--- config.mk ---
export PLATFORM = sky130hd
export DESIGN_NAME = fifo_uart_tx
export DESIGN_NICKNAME = d
export VERILOG_FILES = /design/src/rtl/fifo_uart_tx.sv
export SDC_FILE = /design/constraint.sdc
export NUM_CORES = 1
export LEC_CHECK = 0
export CAP_MARGIN = 20
export CORE_MARGIN = 1
export CORE_UTILIZATION = 25
export CTS_BUF_LIST = sky130_fd_sc_hd__clkbuf_2
export DETAILED_ROUTE_END_ITERATION = 10
export SLEW_MARGIN = 20
export SYNTH_ARGS = -nofsm -noshare
export SYNTH_HDL_FRONTEND = slang
export SYNTH_SLANG_ARGS = --single-unit
--- constraint.sdc ---
create_clock -name CLK -period 3.73 [get_ports CLK]
set_input_delay 0.5595 -clock CLK [delete_from_list [all_inputs] [get_ports CLK]]
set_output_delay 0.5595 -clock CLK [all_outputs]
set_load 0.005 [all_outputs]
--- src/rtl/fifo_uart_tx.sv ---
// fifo_uart_tx
//   Pulls words from the output side of a fifo and sends each one on TXD as an
//   asynchronous serial frame: start bit, WIDTH data bits LSB first, optional
//   parity bit, STOP_BITS stop bits. A waiting word is picked up in the last stop
//   cycle, so back-to-back frames have no idle gap between them.
//
// Parameters
//   WIDTH      data bits per frame (5..16)
//   CLK_DIV    clocks per serial bit (>= 2)
//   STOP_BITS  stop bits per frame (1 or 2)
//   PARITY     0 = none, 1 = even, 2 = odd
//
// Ports
//   CLK     in   system clock, rising edge
//   RST     in   synchronous reset, active high
//   EN      in   transmit enable, only gates the start of a new frame
//   SI_STB  in   word available from the fifo
//   SI_DAT  in   word to send, valid while SI_STB = 1
//   SI_ACK  out  one-cycle pop pulse, first cycle of the start bit
//   TXD     out  serial line, idle high
//   TX_BSY  out  frame in progress
//
// state    | meaning
// ---------+---------------------------------------------------------
// S_IDLE   | line high, waiting for EN and SI_STB
// S_START  | start bit (low) for CLK_DIV cycles
// S_DATA   | WIDTH data bits, shift register bit 0 on the line
// S_PARITY | parity bit of the captured word (PARITY != 0 only)
// S_STOP   | STOP_BITS stop bits (high); may chain straight into S_START

module fifo_uart_tx #(
    parameter int WIDTH     = 8,
    parameter int CLK_DIV   = 868,
    parameter int STOP_BITS = 1,
    parameter int PARITY    = 0
) (
    input  logic             CLK,
    input  logic             RST,
    input  logic             EN,
    input  logic             SI_STB,
    input  logic [WIDTH-1:0] SI_DAT,
    output logic             SI_ACK,
    output logic             TXD,
    output logic             TX_BSY
);

    localparam int BW = $clog2(CLK_DIV);
    localparam int CW = $clog2(WIDTH);

    localparam logic [BW-1:0] BAUD_LAST = BW'(CLK_DIV - 1);
    localparam logic [CW-1:0] DATA_LAST = CW'(WIDTH - 1);
    localparam logic [CW-1:0] STOP_LAST = CW'(STOP_BITS - 1);

    typedef enum logic [2:0] {
        S_IDLE,
        S_START,
        S_DATA,
        S_PARITY,
        S_STOP
    } state_t;

    state_t           state, state_nx;
    logic [BW-1:0]    baud_cnt, baud_nx;
    logic [CW-1:0]    bit_cnt, bit_nx;
    logic [WIDTH-1:0] shreg, shreg_nx;
    logic             par_bit, par_nx;
    logic             txd_nx, ack_nx, bsy_nx;
    logic             baud_end;
    logic             load;

    always_ff @(posedge CLK) begin
        if (RST) begin
            state    <= S_IDLE;
            baud_cnt <= '0;
            bit_cnt  <= '0;
            shreg    <= '0;
            par_bit  <= 1'b0;
            TXD      <= 1'b1;
            SI_ACK   <= 1'b0;
            TX_BSY   <= 1'b0;
        end else begin
            state    <= state_nx;
            baud_cnt <= baud_nx;
            bit_cnt  <= bit_nx;
            shreg    <= shreg_nx;
            par_bit  <= par_nx;
            TXD      <= txd_nx;
            SI_ACK   <= ack_nx;
            TX_BSY   <= bsy_nx;
        end
    end

    always_comb begin
        state_nx = state;
        baud_nx  = baud_cnt;
        bit_nx   = bit_cnt;
        shreg_nx = shreg;
        par_nx   = par_bit;
        txd_nx   = TXD;
        ack_nx   = 1'b0;
        bsy_nx   = TX_BSY;
        load     = 1'b0;
        baud_end = (baud_cnt == BAUD_LAST);

        if (state != S_IDLE) begin
            baud_nx = baud_end ? '0 : baud_cnt + 1'b1;
        end

        case (state)
            S_IDLE: begin
                txd_nx = 1'b1;
                bsy_nx = 1'b0;
                if (EN && SI_STB) begin
                    load = 1'b1;
                end
            end
            S_START: begin
                if (baud_end) begin
                    state_nx = S_DATA;
                    bit_nx   = '0;
                    txd_nx   = shreg[0];
                end
            end
            S_DATA: begin
                if (baud_end) begin
                    if (bit_cnt == DATA_LAST) begin
                        bit_nx = '0;
                        if (PARITY != 0) begin
                            state_nx = S_PARITY;
                            txd_nx   = par_bit;
                        end else begin
                            state_nx = S_STOP;
                            txd_nx   = 1'b1;
                        end
                    end else begin
                        bit_nx   = bit_cnt + 1'b1;
                        shreg_nx = shreg >> 1;
                        // shreg[1] is the bit that lands in position 0 after the shift
                        txd_nx   = shreg[1];
                    end
                end
            end
            S_PARITY: begin
                if (baud_end) begin
                    state_nx = S_STOP;
                    bit_nx   = '0;
                    txd_nx   = 1'b1;
                end
            end
            S_STOP: begin
                if (baud_end) begin
                    if (bit_cnt == STOP_LAST) begin
                        if (EN && SI_STB) begin
                            load = 1'b1;
                        end else begin
                            state_nx = S_IDLE;
                            txd_nx   = 1'b1;
                            bsy_nx   = 1'b0;
                        end
                    end else begin
                        bit_nx = bit_cnt + 1'b1;
                    end
                end
            end
            default: begin
                state_nx = S_IDLE;
                txd_nx   = 1'b1;
                bsy_nx   = 1'b0;
            end
        endcase

        // Capture and pop; shared by the idle start and the zero-gap chain from S_STOP.
        // Parity is taken from the word as captured, before any shifting.
        if (load) begin
            shreg_nx = SI_DAT;
            par_nx   = (PARITY == 2) ? ~^SI_DAT : ^SI_DAT;
            ack_nx   = 1'b1;
            txd_nx   = 1'b0;
            bsy_nx   = 1'b1;
            baud_nx  = '0;
            bit_nx   = '0;
            state_nx = S_START;
        end
    end

endmodule
== Word-level counts from Yosys, hierarchy flattened ==
Index checks and enable logic that the tools add are counted.
Storage, ports and cells
  output and inout port bits: 3
  bits in latches: 0
  memories: 0
  bits of input ports: 12
  bits in registers: 27
  ROM bits: 0
  RAM bits: 0
Cells by class
  mux-type cells: 39
  magnitude comparators: 0
  $mul: 0
  bitwise operators: 1
  shift operators: 0
  add/sub/neg operators: 2
  divide/modulo/power cells: 0
  reduce and logical (&&, ||, !) cells: 16
  eq/ne operators: 25
Operator list (count)
  2-to-1 mux 3 bit: 12
  2-to-1 mux 8 bit: 4
  != test 3 bit, second input constant: 7
  != test 2 bit, second input constant: 10
  2-to-1 mux 1 bit: 17
  AND reduction 8 bit: 2
  one-hot mux 3 bit (5 select lines): 1
  adder 10 x 1 -> 10 bit, second input constant: 1
  == test 10 bit, second input constant: 1
  2-to-1 mux 10 bit: 1
  one-hot mux 3 bit (3 select lines): 1
  == test 3 x 2 -> 1 bit, second input constant: 2
  == test 3 bit, second input constant: 2
  logical NOT 3 bit: 2
  AND reduction 6 bit: 1
  nonzero test 3 bit: 2
  AND reduction 5 bit: 1
  != test 2 x 1 -> 1 bit, second input constant: 2
  one-hot mux 1 bit (2 select lines): 2
  one-hot mux 1 bit (4 select lines): 1
  AND reduction 4 bit: 1
  nonzero test 2 bit: 2
  OR reduction 2 bit: 2
  adder 3 x 1 -> 3 bit, second input constant: 1
  other kinds (5): 5

== Depth between registers and ports, before layout ==
Gate-level depths: netlist of run 1.
  word-level depth: 7
  gate-level depth with buffers: 7
  gate-level depth less buffers: 6

== Worst setup path after synthesis of run 1 ==
Ideal clock, no wire load.
  path type: register to register
  from: reg bit_cnt[0]
  to: reg shreg[7]
  arrival: 1695 ps
  period minus slack after synthesis: 1810 ps
  library setup time: 115 ps
  cell stages (with the launch flop): 7
  path slack: 1920 ps
  cell sequence: dfxtp_1 ha_1 ha_1 nor4b_2 nand4_2 and4_1 o21ba_1
Between the ends
  word-level cells in the longest chain between the ends: 6
  elaborated cells on any way between the ends: 10
Ends and longest elaborated chain
  start, declared: line 64  | logic [CW-1:0] bit_cnt, bit_nx;
  start signal, assigned: line 84  | bit_cnt <= bit_nx;
  logical NOT 3 bit: line 152  | if (bit_cnt == STOP_LAST) begin
  2-to-1 mux 1 bit: line 152
  2-to-1 mux 1 bit: line 151  | if (baud_end) begin
  one-hot mux 1 bit (2 select lines): line 109  | case (state)
  != test 2 bit (no line) / nonzero test 2 bit (equally long branches)
  AND reduction 3 bit (no line)
  end signal, assigned: line 85  | shreg <= shreg_nx;
  end, declared: line 65  | logic [WIDTH-1:0] shreg, shreg_nx;
Parallel ways exist; a longest one is shown, timed or not.
A chain may end at the register's enable or synchronous reset.

== Worst setup path after layout of run 1 ==
  from: reg state[1]
  to: reg TXD
Between the ends
  word-level cells in the longest chain between the ends: 4
  elaborated cells on any way between the ends: 15
Ends and longest elaborated chain
  start, declared: line 62  | state_t state, state_nx;
  start signal, assigned: line 82  | state <= state_nx;
  == test 3 bit / logical NOT 3 bit (equally long branches): line 109
  one-hot mux 1 bit (2 select lines): line 109
  != test 3 bit (no line)
  AND reduction 6 bit (no line)
  end signal, assigned: line 87  | TXD <= txd_nx;
  end, declared: line 43  | output logic TXD,
Parallel ways exist; a longest one is shown, timed or not.

==> metrics, run 1 <==
fin crit share=56.7%; status=complete, no violations; Mapped Area=between 1000 and 1500 µm²; dpl cells=between 200 and 250; critical path peak fanout=15; 1st-iter DRT viols=38; post-synthesis register bit count=27; remaining global-route overflow=0; post-synthesis sequential area ratio=37.3%; routability congestion estimate=approximately 0.72; routed len/inst=12.0 µm; async set-reset flop share out of synthesis=0%; metal1 wirelength=1.55 mm; Pre-antenna DRT Iters=5; Req. time, crit path=4.04 ns; Top Metal Used=met4; Tightest Hold Check Type=reg2reg; vias in the first global route=1,115; setup TNS=0 ns; clk_skew=0.0386 ns; boundary pin count=15; Mapped Nets=182; cell area after layout=1670 µm²; post-synth top area share=37.3%; antenna violations before repair=0; fillcell total=around 620; number of synthesized flops with an enable pin=0; commonest cells in the synthesized netlist=27 x dfxtp_1, 17 x a21oi_1, 12 x nor2_1, 11 x nand2_1, 9 x o21ai_0; Final setup viols=0; Clock Pin Slew Worst Setup and Hold Paths=a little over 0.3 ns; Total GRT Usage=10.7%; post-detail-place hpwl=~2.1 mm; DRC=0; Main synth FF type=dfxtp_1; clk root buf=clkbuf_2; largest net degree at the start of global routing=18; post-CTS sizing=0; routed via count=around 1,200; Die Area=6100 µm²; met3 WL post-DR=84 µm; clock sinks=27; Post-DRT Antenna Nets=0; IO Port Bufs=14; Power Total=around 0.00048 W; Synth Warn #=0; Ant. Diodes=0; final std cells w/o fill=249; min-delay src=shreg[0]; Relative slew margins=60.5%; Final WS setup=1.62 ns; H-tree levels=1; Initial Util=26.1%; routed wire length=2.98 mm; nature of the critical path endpoint=flop; share of layout cells above drive strength 1=under 10%; Slew Limit Fails=0; Syn Area/Cell=8.72 µm²; clock tree buffer depth=2; pre-CTS setup slack=between 1 and 1.5 ns; nets@finish=194; most frequent cell after synthesis=dfxtp_1; TritonCTS buffer count=3; Max Cap Viol=0; Peak VDD IR=0.127 mV; TritonCTS clock tree=built; worst setup path start=state[1]; Worst-Skew Late Latency=0.40 ns; drt via density=4.90; Std-Cell Rows=27; Post-CTS Repair Setup Buffers=0; Core Box Area=5540 µm²; min Tclk post-route=2.11 ns; achievable frequency=473 MHz; cell taking the most area after synthesis=dfxtp_1; Syn Inst Count=166; worst r2r src=state[1]; die outline width=78.1 µm; placed cell areas=1650 µm²; DR WL met2=approximately 1.3 mm; WS Path Type=reg2reg; Pleak=0.606 nW; Slew @ Worst Pin=between 0.5 and 0.6 ns; top cells by area, synth=dfxtp_1 37%, a21oi_1 5.9%, mux2i_1 4.1%; first-pass GRT wire length=5.21 mm; Die Ht=78.1 µm; synth unique cells=45; RSZ-0062 raised after global routing=no; arrival time of the worst setup path=2.42 ns; area growth from synthesis to layout=15.6%; CP Launch Type=flop; Pwr per Cell Area=289 nW/µm²; Final Hold Violating Endpoints=0; hold_buf cts=0
-- path summary, 6_finish.rpt --
path / depth (start not counted) / slack (ns) / to
worst max-delay path: 4 / 1.62 / TXD
worst min-delay path: 2 / 0.49 / shreg[0]
worst max register to register: 4 / 1.62 / TXD
worst min register to register: 2 / 0.49 / shreg[0]
-- cells in the final DEF (no fill, tap or decap), types with 2 or more instances in the layout --
cell              n
a211oi_1          7
a21oi_1          17
a31oi_1           2
and2_1            3
and3_1            2
clkbuf_2          3
clkdlybuf4s50_1  14
dfxtp_1          27
ha_1              4
inv_1             5
mux2i_1           6
nand2_1          11
nand2b_1          2
nand3_1           5
nand3_2           2
nand3b_1          2
nand4_1           5
nor2_1           12
nor3_1            3
o21ai_0           9
or3_1             5
or4_1             2
xnor2_1           3
xor2_1            4
-- state kept, by name (all words and copies together), names as in the netlist --
| register | flops |
|---|---|
| SI_ACK | 1 |
| TXD | 1 |
| TX_BSY | 1 |
| baud_cnt | 10 |
| bit_cnt | 3 |
| shreg | 8 |
| state | 3 |
-- worst max-delay path, cell delays in order (launching register included) --
cell	delay (ns)
dfxtp_1	0.52
nor4b_1	0.45
nand4_1	0.42
and2_1	0.44
a41o_1	0.22
-- kinds of logic after synthesis --
family                     after synthesis  share of synthesized area (%)
and+or+nand+nor                         64                           27.7
AOI/OAI and AO/OA                       46                           20.0
DFF                                     27                           37.3
buffers and inverters                   12                           3.20
xor gates and xnor gates                 7                           4.24
muxes                                    6                           4.15
adders and majority gates                4                           3.46
-- power breakdown --
group          switching [W]  total [W]  internal, W  leakage [nW]
clock network      0.0000985   0.000127    0.0000281        0.0170
registers         0.00000744   0.000306     0.000298         0.219
logic              0.0000254  0.0000512    0.0000258         0.370
total               0.000131   0.000484     0.000352         0.606
-- layer usage --
layer / vias up / global-route usage, %
li1: 639 / -
met1: 559 / 14.6
met2: 18 / 16.6
met3: 5 / 1.51
met4: 0 / 4.44
met5: - / 0
-- metrics by stage --
step | hold WS, ns | util, %
6_report | 0.491 | 30.2
5_1_grt | 0.524 | 30.2
4_1_cts | 0.494 | 30.2
2_1_floorplan | 0.444 | -
3_5_place_dp | 0.467 | 29.8
3_3_place_gp | 0.455 | 29.8
-- layout make-up --
type / count / area (µm²) / share of cell area (%)
clock buffers: 3 / 15.0 / 0.897
multi-input cells: 127 / 861 / 51.4
well taps: 72 / 90.1 / 5.38
clock inverters: 1 / 8.76 / 0.523
inverters: 5 / 18.8 / 1.12
repair buffers: 14 / 140 / 8.37
flip-flops and latches: 27 / 541 / 32.3
No activity file was read; power rests on OpenSTA's default activity.
==> run 2, diff against run 1 <==
==> constraint.sdc (replaced) <==
create_clock -name CLK -period 1.72 [get_ports CLK]
set_input_delay 0.258 -clock CLK [delete_from_list [all_inputs] [get_ports CLK]]
set_output_delay 0.258 -clock CLK [all_outputs]
set_load 0.005 [all_outputs]
==> run 2 against run 1 <==
Compared with the run above:
- setup slack worse by 1.6 ns
- count of clock-buffer cells in the layout up 1
- sequential cell count unchanged
- critical path depth up 3
- critical path type unchanged
- highest routed layer unchanged
==> metrics, run 2 (synthesis results as in run 1) <==
nets@finish=226; leading cell type in the layout, fill and taps excluded=buf_4; routed wire length=3.30 mm; clock tree buffer depth=2; Max Cap Viol=0; routed len/inst=around 12 µm; Die Ht=around 80 µm; Req. time, crit path=2.03 ns; min Tclk post-route=1.67 ns; routed via count=1,337; TritonCTS clock tree=built; setup TNS=0 ns; remaining global-route overflow=0; vias in the first global route=1,316; TritonCTS buffer count=3; post-detail-place hpwl=between 2 and 2.5 mm; cell area after layout=1990 µm²; Slew @ Worst Pin=0.314 ns; CP Launch Type=flop; Final setup viols=0; Die Area=6100 µm²; fin crit share=97.3%; clock sinks=27; 1st-iter DRT viols=43; nature of the critical path endpoint=flop; share of layout cells above drive strength 1=26.8%; top flop regs=baud_cnt x10, shreg x8; Tightest Hold Check Type=in2reg; Slew Limit Fails=0; Pwr per Cell Area=530 nW/µm²; H-tree levels=1; dpl cells=274; most frequent cells in the layout=32 x buf_4, 24 x dfxtp_1, 16 x a21oi_1; worst r2r src=bit_cnt[1]; Relative slew margins=79.0%; max reg flops=10; Post-DRT Antenna Nets=0; status=complete, no violations; Largest Register=baud_cnt; DRC=0; first-pass GRT wire length=5.95 mm; arrival time of the worst setup path=1.98 ns; Pleak=0.776 nW; final hold slack=~0.44 ns; Initial Util=26.1%; area growth from synthesis to layout=37.6%; boundary pin count=15; final std cells w/o fill=between 200 and 300; Peak VDD IR=roughly 0.34 mV; Std-Cell Rows=27; hold_buf cts=0; placed cell areas=~1900 µm²; clk_skew=approximately 0.027 ns; RSZ-0062 raised after global routing=yes; worst setup path start=bit_cnt[1]; WS Path Type=reg2reg; routability congestion estimate=approximately 0.73; Total GRT Usage=between 10% and 20%; clk root buf=clkbuf_2; Power Total=between 0.001 and 0.0015 W; Worst-Skew Late Latency=0.38 ns; min-delay src=SI_DAT[4]; Clock Pin Slew Worst Setup and Hold Paths=0.27 ns; drt via density=4.76; largest net degree at the start of global routing=15; die outline width=just under 80 µm; antenna violations before repair=0; critical path peak fanout=3; Pre-antenna DRT Iters=4; IO Port Bufs=14; Final Hold Violating Endpoints=0; Core Box Area=5540 µm²; Ant. Diodes=0; achievable frequency=between 500 and 600 MHz
==> run 2: timing repair <==
item                                    4_1_cts  5_1_grt
resized for setup                             8        7
pin swaps                                    10        4
endpoints found under the setup margin       11       17
setup buffers                                 2        1
==> run 2: cell type report <==
class | instances | area [µm²]
flip-flops and latches | 27 | 544
fillers | 593 | 3550
well taps | 72 | 90.1
multi-input cells | 127 | 938
repair buffers | 46 | 380
inverters | 5 | 18.8
clock buffers | 4 | 20.0
==> run 2: through the flow <==
step           setup WS [ns]  util, %
2_1_floorplan         0.0362        -
3_3_place_gp         -0.0447     34.1
3_5_place_dp         -0.0662     34.1
4_1_cts              0.00705     35.4
5_1_grt              -0.0624     36.0
6_report              0.0465     36.0
==> run 2: metal layers <==
metal  track usage, %  vias to the layer above  wire, µm
met2             18.6                       14      1450
met4             4.63                        0        62
met5                0                        -         0
li1                 -                      700         -
met3             1.51                        7        64
met1             16.4                      616      1730
==> run 2: worst paths after layout <==
check,endpoint,slack [ns],cells after the start
setup / recovery,bit_cnt[0],0.05,7
setup reg to reg,bit_cnt[0],0.05,7
hold reg to reg,baud_cnt[9],0.49,2
hold / removal,shreg[4],0.44,3
==> run 2: worst max-delay path, stage by stage, from the launching register on <==
cell and delay (ns):
dfxtp_2 0.40, ha_4 0.16, ha_4 0.16, buf_4 0.15, o21ai_0 0.07, a21oi_1 0.09, or4_1 0.39, a21oi_1 0.16
==> run 2: report_power, final <==
part	internal, W	total, W	switching (W)
logic	0.0000761	0.000143	0.0000670
registers	0.000646	0.000658	0.0000115
clock network	0.0000613	0.000255	0.000194
==> run 3, diff against run 2 <==
--- a/config.mk
+++ b/config.mk
@@ -7,7 +7,7 @@
 export LEC_CHECK = 0
 export CAP_MARGIN = 20
 export CORE_MARGIN = 1
-export CORE_UTILIZATION = 25
+export CORE_UTILIZATION = 35
 export CTS_BUF_LIST = sky130_fd_sc_hd__clkbuf_2
 export DETAILED_ROUTE_END_ITERATION = 10
 export SLEW_MARGIN = 20
==> constraint.sdc (replaced) <==
create_clock -name CLK -period 1.72 [get_ports CLK]
set_input_delay 0.258 -clock CLK [delete_from_list [all_inputs] [get_ports CLK]]
set_output_delay 0.258 -clock CLK [all_outputs]
set_load 0.01 [all_outputs]
==> run 3 against run 2 <==
Compared with the run above:
- the run now ends with DRC left
- sequential share of layout area fell by 0.051 points
- critical path type unchanged
- critical path depth shrank 1
- non-clock buffer count shrank 2
- clock skew shrank 0.018 ns
- critical endpoint is now shreg[4]
- die area fell by 28%
- largest power group unchanged
==> metrics, run 3 (synthesis results as in run 1) <==
Pint=approximately 0.00079 W; met3 WL post-DR=87 µm; Max Cap Viol=0; WS Path Type=reg2reg; clock sinks=27; Tightest Hold Check Type=in2reg; clk_skew=0.00870 ns; Pleak=0.777 nW; routability congestion estimate=0.875; Final Hold Violating Endpoints=0; die outline width=~66 µm; leading cell type in the layout, fill and taps excluded=buf_4; cell area after layout=2010 µm²; routed wire length=3.60 mm; Ant. Diodes=0; 1st-iter DRT viols=110; Flop pwr share=about 62%; Slew @ Worst Pin=0.379 ns; boundary pin count=15; Clk pwr share=approximately a quarter; first-pass GRT wire length=6.15 mm; status=finished with violations; nature of the critical path endpoint=flop; remaining global-route overflow=0; Worst-Skew Late Latency=0.37 ns; placed cell areas=1870 µm²; TritonCTS buffer count=3; Largest Register=baud_cnt; routed len/inst=14.0 µm; post-detail-place hpwl=~2.8 mm; final std cells w/o fill=257; Req. time, crit path=slightly above 2 ns; most frequent cells in the layout=25 x buf_4, 21 x dfxtp_1, 15 x a21oi_1; switching power=roughly 0.00028 W; hold_buf cts=0; RSZ-0062 raised after global routing=yes; Initial Util=36.5%; Post-DRT Antenna Nets=0; largest net degree at the start of global routing=15; Pwr per Cell Area=531 nW/µm²; DR WL met2=1.79 mm; Clock Pin Slew Worst Setup and Hold Paths=0.25 ns; worst setup path start=bit_cnt[0]; drt via density=5.53; worst r2r src=bit_cnt[0]; failing checks=DRC; share of layout cells above drive strength 1=30.4%; clock tree buffer depth=2; Top Metal Used=met4; Slew Limit Fails=0; Peak VDD IR=between 0.2 and 0.25 mV; routed via count=1,422; fin crit share=99.6%; fillcell total=356; Die Ht=66.3 µm; top flop regs=baud_cnt x10, shreg x8; Pre-antenna DRT Iters=7; clk root buf=clkbuf_2; Relative slew margins=74.6%; Die Area=4400 µm²; Core Box Area=3970 µm²; combinational fraction of design power=14.2%; achievable frequency=~580 MHz; switching share of power=26.3%; vias in the first global route=roughly 1,400; area growth from synthesis to layout=38.8%; Total GRT Usage=between 10% and 20%; critical path peak fanout=8; IO Port Bufs=14; setup TNS=0 ns; min Tclk post-route=1.71 ns; antenna violations before repair=0; Std-Cell Rows=23; dpl cells=roughly 250; H-tree levels=1; metal1 wirelength=around 1.7 mm; TritonCTS clock tree=built; max reg flops=10; CP Launch Type=flop; Final setup viols=0; arrival time of the worst setup path=2.03 ns; nets@finish=224; DRC=2; min-delay src=SI_DAT[1]
-- run 3: cell types whose count changed in the layout (fill, tap and decap cells not counted), sizes merged --
cell  previous run  this run
buf             32        30
-- run 3: worst max-delay path, cell delays in order (launching register included) --
cell and delay (ns):
dfxtp_2 0.41, ha_4 0.16, ha_4 0.16, nor4b_4 0.28, nand4_4 0.24, mux2i_2 0.22
a211oi_2 0.20
-- run 3: worst paths after layout --
path	depth (start not counted)	slack, ns	endpoint
setup / recovery	6	0.007	shreg[4]
hold / removal	3	0.47	shreg[1]
setup reg to reg	6	0.007	shreg[4]
hold reg to reg	2	0.50	baud_cnt[1]
-- run 3: stage by stage --
step                utilization, %  setup slack (ns)  power [W]  hold WS, ns
floorplan                        -            0.0362   0.000736        0.352
global placement              47.2           -0.0444   0.000805        0.457
detailed placement            47.2            -0.159   0.000812        0.470
CTS                           48.6           -0.0321    0.00107        0.461
global route                  50.6           -0.0954    0.00112        0.444
finish                        50.6           0.00734    0.00107        0.468
-- run 3: area by class of cell --
class                   count  area, µm²  share of cell area, %
clock buffers               4       20.0                  0.996
inverters                   5       18.8                  0.934
multi-input cells         127        967                   48.1
flip-flops and latches     27        548                   27.3
well taps                  50       62.6                   3.11
repair buffers             44        393                   19.6
-- run 3: metal layers --
layer  track usage (%)  vias up
met2              30.1       27
met3              2.07        5
met5                 0        -
met4              6.12        0
li1                  -      700
met1              23.7      690
-- run 3: what timing repair did --
| item | in CTS | in global routing |
|---|---|---|
| endpoints found under the setup margin | 12 | 25 |
| pin swaps | 8 | 5 |
| resized for setup | 10 | 19 |
| setup buffers | 0 | 1 |
-- run 3: power by group through the flow --
| stage | Clock (W) | Combinational (W) | Sequential [W] |
|---|---|---|---|
| 2_1_floorplan | 0 | 0.0000655 | 0.000670 |
| 3_3_place_gp | 0 | 0.000134 | 0.000671 |
| 3_5_place_dp | 0 | 0.000138 | 0.000674 |
| 4_1_cts | 0.000265 | 0.000144 | 0.000663 |
| 5_1_grt | 0.000293 | 0.000165 | 0.000666 |
| 6_report | 0.000253 | 0.000152 | 0.000663 |
